### src/rtl/sweep_pkg.sv
`default_nettype none
// ------------------------------------------------------------------
// sweep_pkg : shared state encoding and N range check for the
//             truth-table sweep controller.  Rev 1.0
// ------------------------------------------------------------------
package sweep_pkg;

  localparam logic [1:0] ST_IDLE = 2'd0;
  localparam logic [1:0] ST_RUN  = 2'd1;
  localparam logic [1:0] ST_DONE = 2'd2;

  typedef enum logic [1:0] {
    S_IDLE = ST_IDLE,
    S_RUN  = ST_RUN,
    S_DONE = ST_DONE
  } state_e;

  localparam int N_MIN = 1;
  localparam int N_MAX = 8;

  function automatic bit n_is_legal(input int n);
    return (n >= N_MIN) && (n <= N_MAX);
  endfunction

endpackage
`default_nettype wire

### src/rtl/mismatch_logger.sv
`default_nettype none
// ------------------------------------------------------------------
// mismatch_logger : counts output mismatches and latches the first
//                   failing vector of a sweep.  Rev 1.0
// ------------------------------------------------------------------
module mismatch_logger #(
  parameter int N = 4
) (
  input  logic         clk,
  input  logic         rst,
  input  logic         clear_i,
  input  logic         en_i,
  input  logic         mismatch_i,
  input  logic [N-1:0] vec_i,
  output logic [N:0]   err_count_o,
  output logic         fail_seen_o,
  output logic [N-1:0] first_fail_o
);

  localparam logic [N:0] C_ONE = (N+1)'(1);

  logic [N:0]   err_count_q;
  logic         fail_seen_q;
  logic [N-1:0] first_fail_q;

  always_ff @(posedge clk) begin
    if (rst || clear_i) begin
      err_count_q  <= '0;
      fail_seen_q  <= 1'b0;
      first_fail_q <= '0;
    end else if (en_i && mismatch_i) begin
      // N+1 bits hold 2^N, so the count can never overflow
      err_count_q <= err_count_q + C_ONE;
      if (!fail_seen_q) begin
        fail_seen_q  <= 1'b1;
        first_fail_q <= vec_i;
      end
    end
  end

  assign err_count_o  = err_count_q;
  assign fail_seen_o  = fail_seen_q;
  assign first_fail_o = first_fail_q;

endmodule
`default_nettype wire

### src/rtl/truth_table_sweep_ctrl.sv
`default_nettype none
// ------------------------------------------------------------------
// truth_table_sweep_ctrl : sweeps all 2^N input vectors and compares
//                          two implementations of one function. Rev 1.0
// ------------------------------------------------------------------
module truth_table_sweep_ctrl #(
  parameter int N = 4
) (
  input  logic         clk,
  input  logic         rst,
  input  logic         start_i,
  input  logic         pause_i,
  input  logic         s_a_i,
  input  logic         s_b_i,
  output logic [N-1:0] vec_o,
  output logic         busy_o,
  output logic         done_o,
  output logic         pass_o,
  output logic [N:0]   err_count_o,
  output logic         fail_seen_o,
  output logic [N-1:0] first_fail_o
);

  import sweep_pkg::*;

  if (!n_is_legal(N)) begin : g_n_range_err
    $error("truth_table_sweep_ctrl: N must be in 1..8");
  end

  localparam logic [N-1:0] C_VEC_ONE = N'(1);

  state_e       state_q;
  logic [N-1:0] vec_q;
  logic [N-1:0] vec_d;
  logic         busy_q;
  logic         done_q;
  logic         w_take_start;
  logic         w_compare;

  assign w_take_start = start_i && (state_q != S_RUN);
  assign w_compare    = (state_q == S_RUN) && !pause_i;
  assign vec_d        = vec_q + C_VEC_ONE;

  always_ff @(posedge clk) begin
    if (rst) begin
      state_q <= S_IDLE;
      vec_q   <= '0;
      busy_q  <= 1'b0;
      done_q  <= 1'b0;
    end else begin
      case (state_q)
        S_IDLE, S_DONE: begin
          if (start_i) begin
            state_q <= S_RUN;
            vec_q   <= '0;
            busy_q  <= 1'b1;
            done_q  <= 1'b0;
          end
        end
        S_RUN: begin
          if (!pause_i) begin
            // the last vector holds so the status shows where the sweep ended
            if (&vec_q) begin
              state_q <= S_DONE;
              busy_q  <= 1'b0;
              done_q  <= 1'b1;
            end else begin
              vec_q <= vec_d;
            end
          end
        end
        default: begin
          state_q <= S_IDLE;
          vec_q   <= '0;
          busy_q  <= 1'b0;
          done_q  <= 1'b0;
        end
      endcase
    end
  end

  mismatch_logger #(
    .N(N)
  ) u_logger (
    .clk          (clk),
    .rst          (rst),
    .clear_i      (w_take_start),
    .en_i         (w_compare),
    .mismatch_i   (s_a_i ^ s_b_i),
    .vec_i        (vec_q),
    .err_count_o  (err_count_o),
    .fail_seen_o  (fail_seen_o),
    .first_fail_o (first_fail_o)
  );

  assign vec_o  = vec_q;
  assign busy_o = busy_q;
  assign done_o = done_q;
  assign pass_o = done_q && (err_count_o == '0);

endmodule
`default_nettype wire

### config.mk
export PLATFORM = sky130hd
export DESIGN_NAME = truth_table_sweep_ctrl
export DESIGN_NICKNAME = d
export VERILOG_FILES = /design/src/rtl/sweep_pkg.sv /design/src/rtl/mismatch_logger.sv /design/src/rtl/truth_table_sweep_ctrl.sv
export SDC_FILE = /design/constraint.sdc
export NUM_CORES = 1
export LEC_CHECK = 0
export CELL_PAD_IN_SITES_DETAIL_PLACEMENT = 2
export CELL_PAD_IN_SITES_GLOBAL_PLACEMENT = 2
export CORE_UTILIZATION = 32
export CTS_BUF_LIST = sky130_fd_sc_hd__clkbuf_8
export DETAILED_ROUTE_END_ITERATION = 8
export PLACE_DENSITY = 0.91
export SLEW_MARGIN = 20
export SYNTH_ARGS = -nofsm -noshare
export SYNTH_HDL_FRONTEND = slang
export SYNTH_SLANG_ARGS = --single-unit
### constraint.sdc
create_clock -name clk -period 2.4 [get_ports clk]
set_clock_uncertainty 0.15 [all_clocks]
set_input_delay 0.48 -clock clk [delete_from_list [all_inputs] [get_ports clk]]
set_output_delay 0.48 -clock clk [all_outputs]
set_load 0.01 [all_outputs]
# After elaboration in Yosys (flattened, before gate mapping)
# Cells that the tools add are included.
# op_classes
addsub	2
n_eq_ne	7
muxes	16
n_bitwise	2
reduce_logical	13
# op_table
op	count
$mux W4	3
$pmux W4 S2	1
$mux W1	6
$mux W2	3
$ne A2 B2 Y1 const B	3
$reduce_and A3 Y1	2
$add A5 B1 Y5 const B	1
$logic_not A5 Y1	1
$add A4 B1 Y4 const B	1
$logic_and A1 B1 Y1	4
$ne A2 B1 Y1 const B	2
$pmux W1 S2	2
$pmux W2 S2	1
$reduce_and A4 Y1	1
$eq A2 B1 Y1 const B	1
$eq A2 B2 Y1 const B	1
$logic_not A2 Y1	1
$reduce_and A2 Y1	1
$reduce_or A2 Y1	1
$logic_not A1 Y1	1
$logic_or A1 B1 Y1	1
$not A1 Y1	1
$xor A1 B1 Y1	1
# totals
regBits	18
input_bits	6
output_inout_bits	17
word_cells	47

# Logic depth before layout (Yosys ltp)
# Gate-level depths: netlist of run 1.
# logic_depth
depth_word	4
ltp_mapped	4
mapped_depth_nobuf	4

# Cells and area by module
# A second synthesis of run 1 with hierarchy kept.
# hier_totals
cells_unflattened	87
hier_area_um2	777.0
# modules_own_cells
mod	n_inst	cells_per_inst	area_per_inst_um2
truth_table_sweep_ctrl	1	46	394.1
mismatch_logger	1	41	382.9

# Worst setup path before layout of run 1
# OpenSTA, ideal clock, no wires.
# synth_timing
path_type	reg2out
startpoint	register u_logger.err_count_q[0] (netlist: u_logger.err_count_o[0])
endpoint	output port pass_o
arrival_time_ps	864
required_ps	1770
setup_slack_ps	906
path_stages_with_launch	4
path_cell_list	dfxtp_1 > inv_1 > ha_1 > and4b_1
# synth_via
elab_chain_len	2
# synth_lines
element	line_no	text
start: declaration	mismatch_logger.sv:22	logic [N:0] err_count_q;
start signal: assignment	mismatch_logger.sv:33	err_count_q <= err_count_q + C_ONE;
$logic_not A5 Y1	truth_table_sweep_ctrl.sv:99	assign pass_o = done_q && (err_count_o == '0);
$logic_and A1 B1 Y1	truth_table_sweep_ctrl.sv:99	
end: declaration	truth_table_sweep_ctrl.sv:18	output logic pass_o,
# Every way passes these cells.

# Final worst setup path of run 1
# Same ends and word-level chain as after synthesis.

==> results.sh, run 1 <==
export IMPL_drt_antenna_violating_nets=0
export IMPL_cts_resized=0
export IMPL_worstMarginPinSlew_ns=0.668
export IMPL_h_tree_depth=1
export IMPL_vias=934
export IMPL_port_buffer_count=22
export IMPL_clock_latency_ns=0.26
export IMPL_rows=19
export IMPL_yosysWarnings=0
export IMPL_finalSetupTns_ns=0
export IMPL_ys_ff_latch=17
export IMPL_max_freq_mhz=448
export IMPL_r2r_end="u_logger.first_fail_o[0]"
export IMPL_antenna_found_initial=0
export IMPL_route_detailed_vias_per_inst=5.87
export IMPL_maxCapViolCount=0
export IMPL_cts_hold_buffers_added=0
export IMPL_drtIter0Drc=22
export IMPL_grt_pass1_wl_um=5030
export IMPL_holdPathStages=2
export IMPL_outcome="finished clean"
export IMPL_yosysSeqAreaShare_pct=36.9
export IMPL_drive_gt1_share_pct=11.7
export IMPL_grt_pass1_vias=1010
export IMPL_drv_slew=0
export IMPL_cts_tree="yes"
export IMPL_nNetsFinal=138
export IMPL_final_common_cell="clkdlybuf4s50_1"
export IMPL_hold_path_class="reg -> reg"
export IMPL_yosys_top_cells_area="dfxtp_1, a21oi_1, nand3_1"
export IMPL_routabilityCongestion=0.731
export IMPL_diodes=0
export IMPL_io_pins=23
export IMPL_mostFrequentLayoutCells="clkdlybuf4s50_1, dfxtp_1, a21oi_1, nand3_1, inv_1"
export IMPL_grt_max_degree=14
export IMPL_cts_buffers=3
export IMPL_mappedNetlistNets=112
export IMPL_synth_area_sq_um=922
export IMPL_crit_buf_inv=2
export IMPL_overflow=0
export IMPL_path_class="reg -> out"
export IMPL_clockRootBuffer="clkbuf_8"
export IMPL_finalCriticalPeriod_ns=2.23
export IMPL_hold_violations=0
export IMPL_synthDistinctLibCells=37
export IMPL_slowest_stage="clkdlybuf4s50_1"
export IMPL_coreArea_sq_um=2730
export IMPL_start_kind="flop"
export IMPL_postCtsSetupBuffers=0
export IMPL_area_growth_pct=33.5
export IMPL_crit_required_ns=1.77
export IMPL_min_to="u_logger.first_fail_o[1]"
export IMPL_cts_sinks=17
export IMPL_avgSynthCellArea_sq_um=8.95
export IMPL_synth_largest_area_cell="dfxtp_1"
export IMPL_max_stage_delay_ns=0.47
export IMPL_crit_path_end_kind="primary output"
export IMPL_rsz0062_at_grt="no"
export IMPL_r2r_setup_slack_ns=0.48
export IMPL_final_cells=159
export IMPL_finalSetupViolCount=0
export IMPL_vdd_drop_max_v=0.000332
export IMPL_die_x_um=55.7
export IMPL_slew_headroom_pct=55.4
export IMPL_wirelength_um=3100
export IMPL_r2r_start="state_q[0]"
export IMPL_synth_top_cell_area_share_pct=36.9
export IMPL_cellPowerDensity_nw_per_um2=506
export IMPL_die_y_um=55.7
export IMPL_path_delay_family="buffers and inverters"
export IMPL_fillers=303
export IMPL_routedWlPerCell_um=19.5
export IMPL_arrival_ns=1.60
export IMPL_critical_path_cell_chain="inv_1 > ha_1 > and4b_1 > clkdlybuf4s50_1"
export IMPL_dpl_cell_count=155
export IMPL_hp_start="u_logger.first_fail_o[1]"
export IMPL_crit_fanout=6
export IMPL_dp_hpwl_um=2240
export IMPL_clock_path_buffers=2
export IMPL_die_area_sq_um=3100
export IMPL_dr_pass1_iters=4
export IMPL_path_clk_slew_ns=0.07
export IMPL_globalRouteTotalUtil_pct=20.8
export IMPL_drc=0
export IMPL_synthCells=103
export IMPL_initial_utilization_pct=33.7
export IMPL_p_leak_nw=0.409
export IMPL_fin_crit_sh_pct=92.9
export IMPL_worst_r2r_cell_count=3
## how the worst max path moves through the flow
| stage | start | endpoint | slack [ns] | cells past startpoint |
|---|---|---|---|---|
| global placement | s_b_i | u_logger.err_count_o[4] | 0.27 | 5 |
| CTS | u_logger.err_count_o[0] | pass_o | 0.16 | 4 |
| floorplan | u_logger.err_count_o[0] | pass_o | 0.91 | 3 |
| detailed placement | s_b_i | u_logger.err_count_o[2] | 0.15 | 5 |
| global route | u_logger.err_count_o[0] | pass_o | 0.11 | 4 |
| finish | u_logger.err_count_o[0] | pass_o | 0.17 | 4 |
## synthesized netlist by cell type
master    instances
and3_1            1
nand2b_1          2
nor4b_2           2
xnor2_1           1
a211oi_1          2
nor4_2            2
clkbuf_1          1
or3_1             1
o31ai_1           2
a31oi_1           3
and4b_1           1
a21bo_2           1
nand4b_1          2
buf_4             1
nand3b_1          1
o211a_1           1
nor2b_1           1
nand3_1           8
nor2_1            2
o22ai_1           1
a31o_1            1
o21ai_0           2
mux2i_1           3
o211ai_1          3
o21ai_1           5
or4b_1            1
or4_1             2
or2_2             2
o32ai_1           1
a21oi_1          10
buf_2             3
a211o_1           3
ha_1              3
inv_1             6
dfxtp_1          17
xor2_1            1
nand2_1           4
## tightest hold or removal path, stage by stage (launching register included)
cell and delay [ns]:
dfxtp_1 0.31, o21ai_1 0.07, a21oi_1 0.06
## cell type report
class                           count  area (sq um)  area share (%)
Multi-Input combinational cell     75           533            43.3
Sequential cell                    17           340            27.6
Tap cell                           31          38.8            3.15
Inverter                            6          22.5            1.83
Timing Repair Buffer               26           250            20.3
Clock buffer                        3          41.3            3.35
Clock inverter                      1          5.00           0.407
## cells by family (layout without fill, tap and decap cells)
family                     Yosys count  count (layout)  synth area share [%]
adders and majority gates            3               3                  4.07
and+or+nand+nor                     32              32                  24.0
xor gates and xnor gates             2               2                  1.90
DFF                                 17              17                  36.9
muxes                                3               3                  3.26
AOI/OAI and AO/OA                   35              35                  24.6
buffers and inverters               11              36                  5.29
## through the flow
step	area (sq um)	worst slack [ns]	hold slack [ns]	util, %	power, mW
floorplan	922	0.906	0.349	-	0.359
global placement	1180	0.272	0.317	43.3	0.394
detailed placement	1180	0.149	0.327	43.3	0.401
CTS	1230	0.162	0.342	45.0	0.631
global route	1230	0.107	0.376	45.0	0.648
finish	1230	0.170	0.335	45.0	0.623
## power by group
part,internal (mW),switching [mW]
Combinational,0.0410,0.0585
Sequential,0.288,0.00871
Clock,0.116,0.112
Total,0.445,0.179
## per-layer routing
| metal | global-route usage [%] | wire (um) | up-vias |
|---|---|---|---|
| met5 | 0 | 0 | - |
| met4 | 6.79 | 31 | 0 |
| met3 | 4.19 | 109 | 4 |
| met2 | 38.4 | 1580 | 22 |
| met1 | 23.8 | 1370 | 468 |
| li1 | - | - | 440 |
## flip-flops by register name (all words and copies together), names as in the netlist
signal and flops:
u_logger.err_count_o 5, u_logger.first_fail_o 4, vec_o 4, busy_o 1
done_o 1, state_q 1, u_logger.fail_seen_o 1
Power figures use the tool's default switching activity.
==> inputs of run 2 (changes only) <==
--- a/config.mk
+++ b/config.mk
@@ -5,10 +5,12 @@
 export SDC_FILE = /design/constraint.sdc
 export NUM_CORES = 1
 export LEC_CHECK = 0
+export ABC_AREA = 0
 export CELL_PAD_IN_SITES_DETAIL_PLACEMENT = 2
 export CELL_PAD_IN_SITES_GLOBAL_PLACEMENT = 2
 export CORE_UTILIZATION = 32
 export CTS_BUF_LIST = sky130_fd_sc_hd__clkbuf_8
+export CTS_CLUSTER_DIAMETER = 30
 export DETAILED_ROUTE_END_ITERATION = 8
 export PLACE_DENSITY = 0.91
 export SLEW_MARGIN = 20
==> results of run 2 <==
No change in the layout: final DEF, timing and power equal those of run 1.
==> RTL change, RTL diff (flow settings as in run 1) <==
`N` is set to 4 in 2 places; all go to 2.
--- a/src/rtl/mismatch_logger.sv
+++ b/src/rtl/mismatch_logger.sv
@@ -4,7 +4,7 @@
 //                   failing vector of a sweep.  Rev 1.0
 // ------------------------------------------------------------------
 module mismatch_logger #(
-  parameter int N = 4
+  parameter int N = 2
 ) (
   input  logic         clk,
   input  logic         rst,
--- a/src/rtl/truth_table_sweep_ctrl.sv
+++ b/src/rtl/truth_table_sweep_ctrl.sv
@@ -4,7 +4,7 @@
 //                          two implementations of one function. Rev 1.0
 // ------------------------------------------------------------------
 module truth_table_sweep_ctrl #(
-  parameter int N = 4
+  parameter int N = 2
 ) (
   input  logic         clk,
   input  logic         rst,
Interface: changed (resized err_count_o, first_fail_o and vec_o); port bits go from 23 to 17. No check against the original RTL was run, so the function may have changed too.
==> RTL change against run 1 <==
  * Worst setup slack better by 0.11 ns
  * Critical path depth is 1 higher
  * Sequential share of layout area up 0.65 points
  * Design area shrank 37%
  * Area after synthesis shrank 41%
  * Routed wire length down 48%
  * Sequential cell count shrank 6
  * Total power decreased by 31%
  * Combinational power fell by 43%
  * Critical endpoint unchanged
  * Largest power group unchanged
  * Highest routed layer unchanged
==> RTL change: results <==
set metrics [dict create \
    largest_reg_flops 3 \
    grt_pass1_wl_mm 2.82 \
    port_buffers 16 \
    num_vias 545 \
    place_hpwl_mm 1.20 \
    drt_iter0_markers 4 \
    synth_common_cells "dfxtp_1 (11), a21oi_1 (8), nor2_1 (5)" \
    first_pass_iters 2 \
    grt_pass1_vias 604 \
    fillers 170 \
    clkLatencyLatePin_ns 0.24 \
    p_leak_nw 0.280 \
    grtUsageMet2_pct 37.6 \
    path_clk_slew_ns 0.05 \
    path_max_fanout 4 \
    max_stage_delay_ns 0.53 \
    synth_fp_nets 71 \
    status "finished clean" \
    worst_ep_arrival_time_ns 1.49 \
    placed_cell_area_um2 733 \
    fin_nets 93 \
    met3_usage_pct 7.66 \
    vdd_drop_max_uv 316 \
    gp_routability_congestion 0.648 \
    final_layout_size_suffix_gt1_share_pct 6.02 \
    wl_mm 1.62 \
]
-- RTL change: cell count changes after synthesis, moves of 3 or more --
cell,change
nand3_1,-6
o211ai_1,-3
dfxtp_1,-6
a31oi_1,-3
nand2_1,-3
a211o_1,-3
mux2i_1,-3
nor2_1,+3
-- RTL change: kinds of logic after synthesis --
logic type | Yosys count | synth area share [%]
adder cells (fa/ha/maj) | 3 | 6.91
AND/OR/NAND/NOR | 22 | 24.7
XOR/XNOR | 2 | 3.23
AO/OA/AOI/OAI | 19 | 21.0
buffers and inverters | 5 | 3.68
flip-flops | 11 | 40.6
-- RTL change: area by class of cell --
cell class              count  area [um2]  share of cell area (%)
flip-flops and latches     11         220                    28.3
well taps                  16        20.0                    2.57
clock inverters             1        3.75                   0.482
multi-input cells          46         303                    38.9
inverters                   4        15.0                    1.93
repair buffers             18         175                    22.5
clock buffers               3        41.3                    5.31
-- RTL change: final timing paths --
kind	end	slack (ns)	start	depth (start not counted)
worst max-delay path	pass_o	0.28	u_logger.err_count_o[0]	5
worst min-delay path	u_logger.first_fail_o[1]	0.32	u_logger.first_fail_o[1]	2
worst min register to register	u_logger.first_fail_o[1]	0.32	u_logger.first_fail_o[1]	2
worst max register to register	u_logger.err_count_o[2]	0.67	state_q[0]	3
-- RTL change: layer usage --
| metal | share of wire, % | routed length (um) | vias up |
|---|---|---|---|
| li1 | - | - | 268 |
| met1 | 43 | 698 | 263 |
| met2 | 52 | 841 | 12 |
| met3 | 4.2 | 68 | 2 |
| met4 | 0.56 | 9 | 0 |
| met5 | 0 | 0 | - |
-- RTL change: power breakdown --
| group | leakage [nW] | switching (mW) | internal (mW) |
|---|---|---|---|
| registers | 0.0894 | 0.00639 | 0.188 |
| logic | 0.163 | 0.0284 | 0.0285 |
| clock network | 0.0269 | 0.0676 | 0.112 |
